**src/rtl/alu_sweep_ctrl.sv**
```systemverilog
`default_nettype none
// ============================================================================
// Module   : alu_sweep_ctrl
// Purpose  : Self-test initiator for the 8-bit ALU. An accepted start latches
//            two operands and steps ALU_sel through every opcode. Each opcode
//            is held for SETTLE_CYCLES cycles and then captured for one cycle.
//            Each result is written into a result buffer and folded into a
//            rotate-xor signature. The buffer is read through a registered
//            port.
// Ports    : clk, rst_n (async, active-low)
//            start/abort          - sweep request / cancel
//            op_a, op_b           - operands, latched on accepted start
//            A, B, ALU_sel        - stimulus to the ALU
//            ALU_result           - combinational ALU output
//            busy, done           - sweep running / sweep complete (level)
//            signature            - running result signature
//            rd_addr, rd_data     - buffer read port, 1-cycle latency
// Revision : 1.0 - initial release
// ============================================================================
module alu_sweep_ctrl #(
  parameter int WIDTH         = 8,
  parameter int SEL_W         = 4,
  parameter int SETTLE_CYCLES = 1
) (
  input  logic             clk,
  input  logic             rst_n,
  input  logic             start,
  input  logic             abort,
  input  logic [WIDTH-1:0] op_a,
  input  logic [WIDTH-1:0] op_b,
  output logic [WIDTH-1:0] A,
  output logic [WIDTH-1:0] B,
  output logic [SEL_W-1:0] ALU_sel,
  input  logic [WIDTH-1:0] ALU_result,
  output logic             busy,
  output logic             done,
  output logic [WIDTH-1:0] signature,
  input  logic [SEL_W-1:0] rd_addr,
  output logic [WIDTH-1:0] rd_data
);

  localparam int               c_DEPTH     = 1 << SEL_W;
  localparam logic [3:0]       c_SETTLE_LD = 4'(SETTLE_CYCLES);
  localparam logic [SEL_W-1:0] c_LAST_SEL  = {SEL_W{1'b1}};

  typedef enum logic [1:0] {
    S_IDLE    = 2'd0,
    S_SETTLE  = 2'd1,
    S_CAPTURE = 2'd2,
    S_DONE    = 2'd3
  } state_t;

  // With no settle time, each opcode goes straight to its capture cycle.
  localparam state_t c_OP_ENTRY = (c_SETTLE_LD != 4'd0) ? S_SETTLE : S_CAPTURE;

  state_t           r_state;
  state_t           w_next;
  logic             w_accept;
  logic             w_capture;
  logic             w_last;
  logic [3:0]       r_cnt;
  logic [WIDTH-1:0] r_a;
  logic [WIDTH-1:0] r_b;
  logic [SEL_W-1:0] r_sel;
  logic [WIDTH-1:0] r_sig;
  logic [WIDTH-1:0] r_rd;
  logic [WIDTH-1:0] r_buf [c_DEPTH];

  assign w_last = (r_sel == c_LAST_SEL);

  // State register
  always_ff @(posedge clk or negedge rst_n) begin
    if (!rst_n) begin
      r_state <= S_IDLE;
    end else begin
      r_state <= w_next;
    end
  end

  // Next-state logic and datapath strobes. Abort takes priority over the
  // capture write, so a cancelled sweep never writes the current opcode.
  always_comb begin
    w_next    = r_state;
    w_accept  = 1'b0;
    w_capture = 1'b0;
    case (r_state)
      S_IDLE, S_DONE: begin
        if (start) begin
          w_accept = 1'b1;
          w_next   = c_OP_ENTRY;
        end
      end
      S_SETTLE: begin
        if (abort) begin
          w_next = S_IDLE;
        end else if (r_cnt <= 4'd1) begin
          w_next = S_CAPTURE;
        end
      end
      S_CAPTURE: begin
        if (abort) begin
          w_next = S_IDLE;
        end else begin
          w_capture = 1'b1;
          w_next    = w_last ? S_DONE : c_OP_ENTRY;
        end
      end
      default: w_next = S_IDLE;
    endcase
  end

  // Settle counter, operands, opcode, signature and read port
  always_ff @(posedge clk or negedge rst_n) begin
    if (!rst_n) begin
      r_cnt <= 4'd0;
      r_a   <= '0;
      r_b   <= '0;
      r_sel <= '0;
      r_sig <= '0;
      r_rd  <= '0;
    end else begin
      if (w_accept) begin
        r_cnt <= c_SETTLE_LD;
        r_a   <= op_a;
        r_b   <= op_b;
        r_sel <= '0;
        r_sig <= '0;
      end else if (w_capture) begin
        r_cnt <= c_SETTLE_LD;
        r_sig <= {r_sig[WIDTH-2:0], r_sig[WIDTH-1]} ^ ALU_result;
        // ALU_sel parks on the last opcode; it only returns to 0 on start.
        if (!w_last) begin
          r_sel <= r_sel + 1'b1;
        end
      end else if ((r_state == S_SETTLE) && !abort) begin
        r_cnt <= r_cnt - 4'd1;
      end
      // Read happens before this edge's buffer write, so a same-cycle
      // read of the entry being captured returns the old contents.
      r_rd <= r_buf[rd_addr];
    end
  end

  // Result buffer
  always_ff @(posedge clk or negedge rst_n) begin
    if (!rst_n) begin
      for (int i = 0; i < c_DEPTH; i++) begin
        r_buf[i] <= '0;
      end
    end else if (w_capture) begin
      r_buf[r_sel] <= ALU_result;
    end
  end

  assign A         = r_a;
  assign B         = r_b;
  assign ALU_sel   = r_sel;
  assign signature = r_sig;
  assign rd_data   = r_rd;
  assign busy      = (r_state == S_SETTLE) || (r_state == S_CAPTURE);
  assign done      = (r_state == S_DONE);

endmodule
`default_nettype wire

```
**config.mk**
```make
export PLATFORM = sky130hd
export DESIGN_NAME = alu_sweep_ctrl
export DESIGN_NICKNAME = d
export VERILOG_FILES = /design/src/rtl/alu_sweep_ctrl.sv
export SDC_FILE = /design/constraint.sdc
export NUM_CORES = 1
export LEC_CHECK = 0
export CELL_PAD_IN_SITES_DETAIL_PLACEMENT = 1
export CELL_PAD_IN_SITES_GLOBAL_PLACEMENT = 2
export CORE_AREA = 4 4 177 127
export CTS_CLUSTER_SIZE = 16
export DETAILED_ROUTE_END_ITERATION = 16
export DIE_AREA = 0 0 181 131
export GPL_TIMING_DRIVEN = 0
export PLACE_DENSITY_LB_ADDON = 0.1
export SYNTH_ARGS = -nofsm -noshare
export SYNTH_HDL_FRONTEND = slang
export SYNTH_SLANG_ARGS = --single-unit
```
**constraint.sdc**
```tcl
create_clock -name clk -period 1.8 [get_ports clk]
set_input_delay 0.27 -clock clk [delete_from_list [all_inputs] [get_ports clk]]
set_output_delay 0.27 -clock clk [all_outputs]
set_load 0.05 [all_outputs]
```
* Word level (Yosys, flattened, before mapping)
Cells that the tools add are included.
Word-level totals: logic and storage cells 73, bits of input ports 32, bits in writable memories 0, bits in latches 0, memories kept 0, bits in read-only memories 0, output and inout port bits 38, bits in registers 170
Cells by class: multiply operators 0, magnitude comparators 4, muxes and demuxes 24, reductions and logical operators 10, bitwise operators 3, add/sub/neg operators 2, divide/modulo/power cells 0, shifts and indexed selects 0, equal/unequal tests 7
Operators by type and width (number):
- $bwmux W128 | 1
- $mux W8 | 5
- $bmux W8 S4 | 1
- $demux W8 S4 | 1
- $mux W4 | 6
- $ge A5 B5 Y1 const B | 2
- $mux W2 | 5
- $not A4 Y5 | 2
- $xor A8 B8 Y8 | 1
- $pmux W2 S3 | 1
- $lt A5 B1 Y1 const B | 1
- $add A4 B1 Y4 const B | 1
- $eq A2 B2 Y1 const B | 2
- $eq A4 B4 Y1 const B | 1
- $le A4 B1 Y1 const B | 1
- $mux W1 | 4
- $ne A2 B2 Y1 const B | 2
- $reduce_and A2 Y1 | 2
- $sub A4 B1 Y4 const B | 1
- $ne A3 B3 Y1 const B | 1
- $reduce_bool A3 Y1 | 1
- $eq A2 B1 Y1 const B | 1
- $logic_and A1 B1 Y1 | 2
- $logic_not A2 Y1 | 1
- other kinds (4) | 4

* Logic depth before layout (Yosys ltp)
word-level depth 6, gate-level depth with buffers 7, mapped depth without buffers 6

* Worst setup path after synthesis
No wires, ideal clock.
kind reg2reg, start point register r_sel[0], in the netlist ALU_sel[0], end point register r_buf[0] (netlist bit), required time 1675 ps, stages on the path, launching flop included 5, arrival time 1802 ps, setup slack -127 ps, cells stage by stage dfrtp_1 -> ha_1 -> nand3_1 -> nor2_2 -> mux2_2
On the way: cells in the longest elaborated chain, start to end 6
Ends and longest elaborated chain:
- from (decl) | line 64 | logic [SEL_W-1:0] r_sel;
- from (signal assigned) | line 133 | r_sel <= r_sel + 1'b1;
- $not A4 Y5 (implied by the code) * | line 151 | r_buf[r_sel] <= ALU_result;
- $ge A5 B5 Y1 (implied by the code) or $lt A5 B1 Y1 (tied branches) | line 151
- $logic_and A1 B1 Y1 (implied by the code) | line 151
- $mux W8 (implied by the code) | line 151
- $demux W8 S4 * | line 151
- $bwmux W128 * | line 151
- to (signal, indexed assignment) | line 151
- to (decl) | line 67 | logic [WIDTH-1:0] r_buf [c_DEPTH];
Every way passes the cells marked *; elsewhere a longest branch is shown, timed or not. A chain may end at the register's enable or synchronous reset.

* Worst setup path in the final report
start point register r_state[0], end point output done
On the way: cells in the longest elaborated chain, start to end 1
Ends and longest elaborated chain:
- from (decl) | line 56 | state_t r_state;
- from (signal assigned) | line 76 | r_state <= w_next;
- $eq A2 B2 Y1 | line 161 | assign done = (r_state == S_DONE);
- to (decl) | line 36 | output logic done,
Every way passes these cells.

==> run summary <==
Measured on the finished design, the core utilization comes to 47.3%. The start point of the critical path is r_state[0]. The number of antenna cells inserted is 0. The hold violation total from the final report is 0. The startpoint of the most critical hold path is op_b[5]. STA classifies the critical path endpoint as a primary output.

The remaining antenna violation count after routing came out at 0. During placement, the flow inserted port buffers numbering 68. The leakage component of the power is 4.54 nW.

The wire length on met2 came out at 9730 um. The worst hold path belongs to the class in -> reg. The critical path ends at done.

The predominant post-synthesis flop cell is sky130_fd_sc_hd__dfrtp_1. The number of synthesized flops with an enable pin is 0. The core area came out at 20600 um2. STA classifies the critical path startpoint as a register. The detailed router finished its first iteration with 253 violations. The count of placed standard cells including taps came out at 882. The share of the clock period used by the worst path after layout is 100%.

The count of unresolved DRC violations after routing came out at 0. In this run the critical register-to-register path is captured at r_buf[101]. The share of flip-flops with an asynchronous set or reset after synthesis came out at 100%. The synthesized cell area came out at 7600 um2.

The met3 routed wirelength is 974 um. The final reports fail on negative setup slack. The die is 131 um tall.

The worst path arrival time came out at 1530 ps. The remaining max-slew budget at the tightest pin is 42.3%. The run finished, with violations left. The number of clock buffers inserted by TritonCTS came out at 17. The average detailed-routed wire length per instance came out at 22.4 um.

Timing analysis after detailed placement gives a worst setup slack of -816 ps. The global-route wire length before repair is 32800 um. Leaving out fill and tap cells, the most frequent cell in the layout is sky130_fd_sc_hd__dfrtp_1. The total power density per cell area came out at 1230 nW/um2.

At the end of routability-driven placement, the weighted congestion stood at 0.730. In this run the deepest clock path goes through 2 buffers. After synthesis the netlist holds a flip-flop and latch count of 170. Together, buffers and inverters on the worst path number 2. The number of placed I/O pins is 70. The top cell types in the final layout, fill and taps aside, are sky130_fd_sc_hd__dfrtp_1, sky130_fd_sc_hd__mux2_2, sky130_fd_sc_hd__nand2_1.

Among cell families on the critical path, the largest total delay comes from buffers and inverters. The number of antenna violations at the first check in global routing is 0. The placed wire-length estimate after detailed placement is 14300 um. The setup slack of the worst register-to-register path is 30 ps. The total die area came out at 23700 um2. The total clock sinks is 170.

The H-tree depth reported by CTS came out at 4. The mean cell area of the mapped netlist came out at 14.2 um2. The final standard cell count with taps included and fillers excluded is 934. The net count after synthesis is 578. The delay of the slowest cell on the worst path is 430 ps. The ratio of cells with drive above 1 in the final layout is 40.1%. The critical path start-end classification is reg -> out. The number of pins with negative max-slew slack in the final report came out at 0. The source of the worst register-to-register timing path is r_state[0]. The post-route clock skew came out at 10.2 ps. The achievable frequency came out at 555 MHz.

The cell with the biggest individual delay on the critical path is sky130_fd_sc_hd__dfrtp_1. Setup repair after global routing could not meet its margin everywhere. Walking the worst path, the cells encountered are buf_4 -> ha_1 -> clkdlybuf4s15_2. The routed design could run at a clock period as short as 1800 ps. The number of distinct library cells after synthesis is 33.

The max capacitance violation total came out at 0. The routed length on met1 is 10100 um. TritonCTS built the clock tree. After the last flow step, the layout net total stands at 686. The number of optimization iterations in the first detailed-route pass is 4. The initial utilization of the core area, before any placement, comes to 36.8%. The maximum fanout along the worst path is 4. The global-route total usage across every layer came out at 18.4%. Relative to the synthesized area, the layout overhead comes to 28.4%. The final wirelength came out at 21000 um. The maximum number of pins on one net before global-route repair came out at 93.

The required time at the worst-slack endpoint is 1530 ps. The clock reaches the later pin of the worst-skew pair after 430 ps. Signal routing reaches up to met4. The number of setup violations in the final report is 1.

The via count of the first global-routing pass is 5332. Measured in cells, the most critical reg-to-reg path has a length of 7. Counting every instance in the synthesized netlist gives 537. The summed negative setup slack over all endpoints is -2.08 ps.

The worst-case vdd ir drop came out at 0.000706 V. The total grt overflow came out at 0. For the pin with the worst max-slew slack, the measured transition is 862 ps. The least setup slack across all paths after layout is -2.08 ps.

The overall die width is 181 um. The warning count from the yosys run is 0. The clock-pin slew reported for the worst setup and hold paths after clock tree synthesis came out at 70 ps. The ratio of routed vias to standard cells came out at 5.12.

The clock root buffer master is sky130_fd_sc_hd__clkbuf_16. The number of core rows is 44. The number of vias in the routed layout is 4778. The cell depth of the worst setup path came out at 3. The share of the yosys chip area belonging to registers came out at 55.9%.
metrics by stage:
step	area, um2	total power [mW]	hold slack, ps
global placement	8640	8.19	458
finish	9760	12.0	365
detailed placement	8670	8.33	300
floorplan	7610	7.03	-25.6
CTS	9630	12.0	342
global route	9760	12.6	357
state kept, by name (all words and copies together), names as in the netlist:
signal / cells
r_cnt: 4
r_state: 2
signature: 8
A: 8
rd_data: 8
B: 8
r_buf: 128
ALU_sel: 4
worst min-delay path, stage by stage:
cell,delay [ps]
sky130_fd_sc_hd__clkdlybuf4s50_1,400
sky130_fd_sc_hd__nand2_1,60
sky130_fd_sc_hd__nand2_1,40
logic make-up (layout without fill, tap and decap cells):
group | Yosys count | count (layout) | synth area share, %
DFF | 170 | 170 | 55.9
and+or+nand+nor | 116 | 116 | 7.22
buffers and inverters | 35 | 156 | 2.06
AOI/OAI and AO/OA | 32 | 32 | 3.09
muxes | 162 | 162 | 28.7
adders and majority gates | 9 | 9 | 1.48
xor gates and xnor gates | 13 | 13 | 1.50
cell type report:
| type | count | area (um2) |
|---|---|---|
| sequential | 170 | 4260 |
| buffer | 26 | 133 |
| timing repair buffer | 90 | 983 |
| tap | 276 | 345 |
| fill | 2061 | 10900 |
| clock buffer | 18 | 439 |
| multi-input combinational | 332 | 3410 |
| inverter | 8 | 30.0 |
| clock inverter | 14 | 163 |
worst min path at each step:
stage | to | slack, ps | depth (start not counted)
5_1_grt | A[0] | 360 | 3
2_1_floorplan | ALU_sel[0] | -30 | 0
4_1_cts | B[0] | 340 | 3
6_report | B[5] | 360 | 3
3_5_place_dp | signature[2] | 300 | 1
3_3_place_gp | B[2] | 460 | 2
where the power goes:
part,switching (mW),total [mW],internal (mW)
Clock,1.65,3.77,2.11
Combinational,2.23,3.43,1.20
Sequential,0.377,4.77,4.39
Total,4.26,12.0,7.70
metal layers:
layer / up-vias / track usage, %
met5: - / 0
met4: 0 / 4.10
met3: 10 / 4.54
met2: 78 / 29.6
met1: 2552 / 25.7
li1: 2138 / -
synthesized netlist by cell type, types with 2 or more instances:
| library cell | number | share of area (%) |
|---|---|---|
| sky130_fd_sc_hd__dfrtp_1 | 170 | 56 |
| sky130_fd_sc_hd__mux2_2 | 128 | 19 |
| sky130_fd_sc_hd__nand2_1 | 65 | 3.2 |
| sky130_fd_sc_hd__mux4_2 | 32 | 9.5 |
| sky130_fd_sc_hd__nor2_1 | 19 | 0.94 |
| sky130_fd_sc_hd__a22oi_1 | 16 | 1.6 |
| sky130_fd_sc_hd__clkbuf_1 | 15 | 0.74 |
| sky130_fd_sc_hd__nor2_2 | 12 | 0.99 |
| sky130_fd_sc_hd__xnor2_1 | 11 | 1.3 |
| sky130_fd_sc_hd__a211oi_1 | 9 | 0.89 |
| sky130_fd_sc_hd__ha_1 | 9 | 1.5 |
| sky130_fd_sc_hd__inv_1 | 8 | 0.39 |
| sky130_fd_sc_hd__buf_2 | 5 | 0.33 |
| sky130_fd_sc_hd__nor2b_1 | 5 | 0.41 |
| sky130_fd_sc_hd__nand3_1 | 4 | 0.26 |
| sky130_fd_sc_hd__nor3_4 | 4 | 0.86 |
| sky130_fd_sc_hd__buf_1 | 3 | 0.15 |
| sky130_fd_sc_hd__buf_4 | 3 | 0.30 |
| sky130_fd_sc_hd__a21oi_1 | 2 | 0.13 |
| sky130_fd_sc_hd__nand2b_1 | 2 | 0.16 |
| sky130_fd_sc_hd__nor3_1 | 2 | 0.13 |
| sky130_fd_sc_hd__xor2_1 | 2 | 0.23 |
repair_timing:
item                       4_1_cts  5_1_grt
setup endpoints to repair      198      107
pin swaps                       14        7
setup buffers                   19        1
gates resized for setup         75       35
hold buffers                     1        0
hold endpoints to repair        78        0
No activity file was read; power rests on OpenSTA's default activity.
==> edit (same settings) <==
Set the parameter `WIDTH` to 6 (it was 8).
--- a/src/rtl/alu_sweep_ctrl.sv
+++ b/src/rtl/alu_sweep_ctrl.sv
@@ -19,5 +19,5 @@
 // ============================================================================
 module alu_sweep_ctrl #(
-  parameter int WIDTH         = 8,
+  parameter int WIDTH         = 6,
   parameter int SEL_W         = 4,
   parameter int SETTLE_CYCLES = 1
Ports: changed (7 resized); port bits go from 70 to 56. No check against the original RTL was run, so the function may have changed too.
==> edit against the original RTL <==
- the flow still finishes with violations (negative setup slack)
- sequential cell count down 40
- worst hold slack got worse by 0.034 ns
- clock power shrank 4%
- setup slack lost 0.055 ns
- design area down 20%
- area after synthesis decreased by 21%
- total power is 12% lower
- combinational power fell by 6.7%
- routed wire length decreased by 22%
- largest power group unchanged
- highest routed layer unchanged
==> edit: results (changes against the original RTL) <==
metric,value,unit,change
status,"complete, but fails checks",,
violations,negative setup slack,,
cpPeakStageDelay,0.41,ns,-0.02 ns
syn_nets,439,,-24%
worstHoldPathType,primary input to asynchronous set/reset pin,,
grt_pass1_vias,4072,,-24%
rr_endpoint,r_buf[76]$_DFFE_PN0P_,,
grt_pass1_wl,25.2,mm,-23%
netlist-cell-type-count,40,,+21%
r2r_cells,5,,-2
met2_usage,0.213,,-0.0827
fin_skew,0.00915,ns,-0.00108 ns
finalNetCount,528,,-23%
drive_above_1_share,0.455,,+0.0533
p_leak,3.62,nW,-20%
cp.arrival,2.16,ns,+0.63 ns
post_cts_buffers,8,,-11
gp_congestion,0.692,,-5.1%
dpl_worst_slack,-0.483,ns,+0.333 ns
yosys-top-cells-count,"130 x dfrtp_1, 109 x mux2_2, 17 x mux4_2, 17 x nor2_1, 12 x a22oi_1",,
gr-usage-all-layers,0.144,,-0.0406
criticalPathCategory,flop to flop,,
cp_max_fo,6,,+2
ir_drop,621,uV,-12%
post-dp-hpwl,11.3,mm,-21%
yosys-top-cells-area,"dfrtp_1 54%, mux2_2 20%, mux4_2 6.4%, ha_1 1.9%, mux4_4 1.7%",,
drtIter0Drc,183,,-28%
finalSetupViolCount,12,,+11
setup_ws,-0.0575,ns,-0.0554 ns
tightest_slew,0.665,ns,-0.197 ns
wl_met1,8.40,mm,-17%
==> edit: changes by cell type in the layout (fill, tap and decap cells not counted), moves of 6 or more <==
cell,before,now
buf_12,11,5
clkdlybuf4s50_1,29,22
dfrtp_1,166,126
dlygate4sd2_1,36,28
mux2_4,20,6
mux4_2,32,17
nand2_1,61,7
nor2_4,13,6
==> edit: cell type report <==
type / count / area (sq um)
fillers: 2150 / 12800
clock inverters: 14 / 179
well taps: 276 / 345
multi-input cells: 244 / 2730
repair buffers: 70 / 712
inverters: 10 / 41.3
plain buffers: 20 / 143
clock buffers: 18 / 429
flip-flops and latches: 130 / 3260
==> edit: where the power goes <==
group | total, W | switching, W | internal [W]
Clock | 0.00363 | 0.00142 | 0.00220
Combinational | 0.00320 | 0.00191 | 0.00129
Sequential | 0.00365 | 0.000280 | 0.00336
==> edit: per-stage QoR <==
stage / std cells / cell area, sq um / power [W] / hold WS [ns]
finish: 782 / 7830 / 0.0105 / 0.331
global placement: 733 / 6940 / 0.00688 / 0.480
CTS: 775 / 7700 / 0.0105 / 0.327
floorplan: 404 / 6060 / 0.00588 / -0.0256
detailed placement: 734 / 6970 / 0.00693 / 0.223
global route: 782 / 7830 / 0.0110 / 0.374
==> edit: cell families (layout without fill, tap and decap cells) <==
kind of cell,count (synthesis),count (layout),share of synthesized area
compound gates,29,29,0.0362
simple gates,61,61,0.0612
buf+inv,30,132,0.0266
mux,136,136,0.303
flops,130,130,0.541
fa+ha+maj,9,9,0.0187
xor+xnor,9,9,0.0131
==> edit: critical path: cells and delay by family (launching register included) <==
family                     cells  cell delay [ns]
muxes                          1             0.38
adders and majority gates      1             0.16
and+or+nand+nor                2             0.72
DFF                            1             0.41
buffers and inverters          1             0.07
